**src/rtl/reg_bank.sv**
```systemverilog
// 32 x 32-bit register file: two registered read ports, one write port,
// write-first bypass on same-edge hazards, register 0 hard-wired to zero.
module reg_bank #(
   parameter logic [31:0] SP_INIT = 32'd227
) (
   input  logic        clk,
   input  logic        reset,
   input  logic        RegWrite,
   input  logic [4:0]  ReadReg1,
   input  logic [4:0]  ReadReg2,
   input  logic [4:0]  WriteReg,
   input  logic [31:0] WriteData,
   output logic [31:0] ReadData1,
   output logic [31:0] ReadData2
);

   logic [31:0] regs_q [32];
   logic [31:0] rd1_q, rd1_d;
   logic [31:0] rd2_q, rd2_d;

   // Index 0 forces zero first, so a same-cycle write to r0 can never bypass.
   always_comb begin
      rd1_d = '0;
      rd2_d = '0;
      if (ReadReg1 != 5'd0) begin
         if (RegWrite && (WriteReg == ReadReg1)) rd1_d = WriteData;
         else                                    rd1_d = regs_q[ReadReg1];
      end
      if (ReadReg2 != 5'd0) begin
         if (RegWrite && (WriteReg == ReadReg2)) rd2_d = WriteData;
         else                                    rd2_d = regs_q[ReadReg2];
      end
   end

   always_ff @(posedge clk) begin
      if (reset) begin
         for (int unsigned i = 0; i < 32; i++) begin
            regs_q[i[4:0]] <= (i == 32'd29) ? SP_INIT : '0;
         end
         rd1_q <= '0;
         rd2_q <= '0;
      end else begin
         if (RegWrite && (WriteReg != 5'd0)) regs_q[WriteReg] <= WriteData;
         rd1_q <= rd1_d;
         rd2_q <= rd2_d;
      end
   end

   assign ReadData1 = rd1_q;
   assign ReadData2 = rd2_q;

endmodule
```
**config.mk**
```make
export PLATFORM = sky130hd
export DESIGN_NAME = reg_bank
export DESIGN_NICKNAME = d
export VERILOG_FILES = /design/src/rtl/reg_bank.sv
export SDC_FILE = /design/constraint.sdc
export NUM_CORES = 2
export LEC_CHECK = 0
export BUFFER_PORTS_ARGS = -buffer_cell sky130_fd_sc_hd__clkbuf_2
export CORE_MARGIN = 2
export CORE_UTILIZATION = 36
export DETAILED_ROUTE_END_ITERATION = 12
export PLACE_DENSITY = 0.51
export SYNTH_ARGS = -nofsm -noshare
export SYNTH_HDL_FRONTEND = slang
export SYNTH_SLANG_ARGS = --single-unit
```
**constraint.sdc**
```tcl
create_clock -name clk -period 4.5 [get_ports clk]
set_input_delay 0.9 -clock clk [delete_from_list [all_inputs] [get_ports clk]]
set_output_delay 0.9 -clock clk [all_outputs]
set_load 0.02 [all_outputs]
```
; ---- Yosys cells after proc, flatten, opt, wreduce, memory -nomap -nowiden
; Memory sizes are Yosys's and may differ from the RTL's. A register that Yosys moved wholly into a read port is not among the register bits.
; Cells that the tools add are included.
[totals]
reg_bits = 0
ram_bits = 1024
input_bits = 50
output_inout_bits = 64
word_cells = 18
memories = 1
[memory_table]
columns = memory, depth, word_bits, rd, rd_ports_with_merged_regs, write_ports, line
row1 = regs_q, 32, 32, 2, 2, 32, 17  ; logic [31:0] regs_q [32];
[op_classes]
n_mux = 8
n_bitwise = 2
n_reduce_logical = 7
[op_table]
columns = op, n
row1 = 2-to-1 mux 32 bit, 1
row2 = OR reduction 32 bit, 1
row3 = nonzero test 5 bit, 3
row4 = 2-to-1 mux 1 bit, 6
row5 = 2-to-1 mux 5 bit, 1
row6 = OR reduction 2 bit, 2
row7 = NOT 1 bit, 2
row8 = logical AND 1 bit, 1

; ---- Longest topological paths before layout
[logic_depth]
depth_word = 7
depth_mapped = 9
ltp_nobuf = 5

; ---- Worst setup path before layout
; OpenSTA, ideal clock, no wires.
[synth_timing]
path_kind = input port to flip-flop
from = input WriteReg[3]
to = memory regs_q[4][0] (enable)
setup_ps = 466
arrival_time_ps = 4029
required_ps = 4034
slack_ps = 6
path_stages = 6
path_buffers = 3
cell_sequence = buf_2 or3_1 buf_4 nand4bb_1 buf_2 o21ai_0
[synth_lines]
columns = item, line
row1 = "start, declared", 11  ; input logic [4:0] WriteReg,
row2 = "end, declared", 17

; ---- Final worst setup path
[layout_timing]
from = input ReadReg1[0]
to = register rd1_q[19] (netlist: ReadData1[19]) (read register of regs_q)
[layout_via]
elab_chain_len = 3
[layout_lines]
columns = item, line
row1 = "start, declared", 9  ; input logic [4:0] ReadReg1,
row2 = nonzero test 5 bit, 25  ; if (ReadReg1 != 5'd0) begin
row3 = NOT 1 bit (no source line), n/a
row4 = OR reduction 2 bit (no source line), n/a
row5 = "end, declared", 18  ; logic [31:0] rd1_q, rd1_d;
; Several ways; a longest one is shown, not always the timed one.

==> out/metrics.yaml <==
wirelength_um: 213000
vias_per_cell: 6.03
postRouteAntennaNets: 0
first_pass_iters: 6
clock_latency_ps: 770
ir_drop_mv: 0.379
pwr_density_cell_nw_per_um2: 389
coreArea_um2: 156000
leakagePower_nw: 22.6
detailroute.via_count: 36500
crit_type: "input port to register"
synthSimpleGateAreaFrac_pct: 12.3
tightest_slew_ps: 1460
fp.dieH_um: 400
synth.area.top_cells: "edfxtp_1, mux4_2, and2_1"
maxClockFrequency_mhz: 315
final.period_utilization_pct: 70.4
critPathMaxFanout: 18
cts_resized: 0
cts_max_level: 3
yosys.area.top_type_share_pct: 54.5
postSynth.asyncResetShare_pct: 0
route.detailed.wl_per_inst_um: 35.3
cts_max_path_buffers: 3
areaGrowthSynthToFinish_pct: 14.0
pin_count: 114
dieWidth_um: 400
synth_most_common_cell: "edfxtp_1"
synth.area.mux_share_pct: 20.5
yosys.area.top_type: "edfxtp_1"
antenna_found_initial: 18
synth_edf_count: 1024
cp_common_cell: "a211oi_1"
synth_seq_cells: 1088
drt_iter0_markers: 4578
synth_compound_area_share_pct: 6.90
cts_setup_buffers: 0
hold_path_class: "input port to register"
track_usage_pct: 26.6
crit_required_ps: 5150
start_util_pct: 36.2
port_buffers: 113
synth_cells: 3854
grt.overflow.total: 0
crit_chain: "buf_8 -> buf_4 -> mux4_2 -> nor2b_1 -> a211oi_1 -> a211oi_1 -> a211o_1"
cts_buffers: 119
drive_above_1_share_pct: 23.8
seq_area_frac_synth_pct: 56.8
postCtsHoldBufs: 0
cp-start-kind: "input port"
clkTransAtPathRegs_ps: 60
syn_area_um2: 56400
reg2reg_slack_ps: 1830
clock_skew_ps: 41.5
synth_top_family_by_area: "multiplexers"
grt_max_degree: 102
drc: 0
setup_viol: 0
power_mw: 25.0
tritoncts: "built"
rows: 145
cpPeakStageDelay_ps: 940
crit_path_end_kind: "register"
die_area_um2: 160000
placed_cell_area_um2: 60300
synth_commonest_cells: "edfxtp_1, and2_1, mux4_2"
syn_area_per_cell_um2: 14.6
drv_cap: 0
rsz0062_at_grt: "false"
stdcell_area_um2: 64300
grt_pass1_wl_um: 295000
synth_flop_cell: "edfxtp_1"
gp_congestion: 0.830
final.setup.tns_ps: 0
first_global_vias: 36000
nets: 3930
cp_slowest_cell: "a211oi_1"
slew_headroom_pct: 2.18
drv_slew: 0
period_needed_ps: 3170
cp.arrival_ps: 3820
outcome: "finished, final reports clean"
yosysWarnings: 0
synth_adder_area_share_pct: 0
cts_sinks: 1088
root_buffer: "clkbuf_16"
synthXorXnorAreaFrac_pct: 0.155
dp_hpwl_um: 128000
synth.distinct_cells: 46
hold_viol: 0
## path summary, 6_finish.rpt
check	startpoint	end	depth (start not counted)
max	ReadReg1[0]	ReadData1[19]	7
min reg2reg	regs_q[19][31]	ReadData2[31]	4
max reg2reg	regs_q[3][19]	ReadData1[19]	5
min	ReadReg1[4]	ReadData1[21]	3
## layout by cell type, fill, tap and decap left out, types with 33 or more instances in the layout
master | synthesis | routed
a211oi_1 | 95 | 95
a21oi_1 | 63 | 63
a221oi_1 | 64 | 64
a22oi_1 | 105 | 105
and2_1 | 988 | 987
buf_12 | 0 | 37
buf_4 | 37 | 147
clkbuf_16 | 0 | 119
clkbuf_2 | 1 | 105
dfxtp_1 | 64 | 64
edfxtp_1 | 1024 | 1024
mux2i_1 | 285 | 285
mux4_2 | 386 | 386
nand2_1 | 49 | 49
nor2_4 | 0 | 34
nor2b_1 | 35 | 33
## power by group
part           switching [mW]  internal, mW
clock network            4.30          5.83
registers               0.350          11.7
logic                    1.78          1.12
total                    6.42          18.6
## critical path: cells and delay by family
| family | cells | cell delay, ps |
|---|---|---|
| AND/OR/NAND/NOR | 1 | 140 |
| AO/OA/AOI/OAI | 3 | 1500 |
| multiplexers | 1 | 540 |
| buffers and inverters | 2 | 680 |
## logic make-up after synthesis
family / after synthesis
AO/OA/AOI/OAI: 520
XOR/XNOR: 10
buffers and inverters: 424
flip-flops: 1088
multiplexers: 671
other: 1
AND/OR/NAND/NOR: 1140
## area by class of cell
| type | instances | area (um2) |
|---|---|---|
| well taps | 2058 | 2570 |
| repair buffers | 295 | 2450 |
| multi-input cells | 2373 | 23200 |
| clock buffers | 156 | 3260 |
| diodes | 2 | 5.00 |
| fillers | 14100 | 91500 |
| clock inverters | 68 | 723 |
| flip-flops and latches | 1088 | 32000 |
| inverters | 3 | 11.3 |
## per-stage QoR
stage / utilization, % / worst slack [ps] / hold WS, ps / cells
final: 41.3 / 1330 / 745 / 6043
after global routing: 41.3 / 1330 / 733 / 6042
after CTS: 41.3 / 1330 / 691 / 6041
after detailed placement: 38.7 / 518 / 836 / 5817
after global placement: 38.7 / 518 / 819 / 5817
after floorplan: - / 5.75 / 774 / 3885
## state kept, by name (all words and copies together) (netlist names)
name       cells
ReadData1     32
regs_q      1024
ReadData2     32
## metal layers
metal  vias to the layer above  GRT usage, %  share of wire [%]
met1                     19300          38.1                 43
met5                         -             0              0.034
li1                      14900             -                  -
met4                        10          7.93                3.2
met3                       360          4.74                8.2
met2                      1841          41.4                 46
Note: power is estimated with default switching activity, not from simulation.
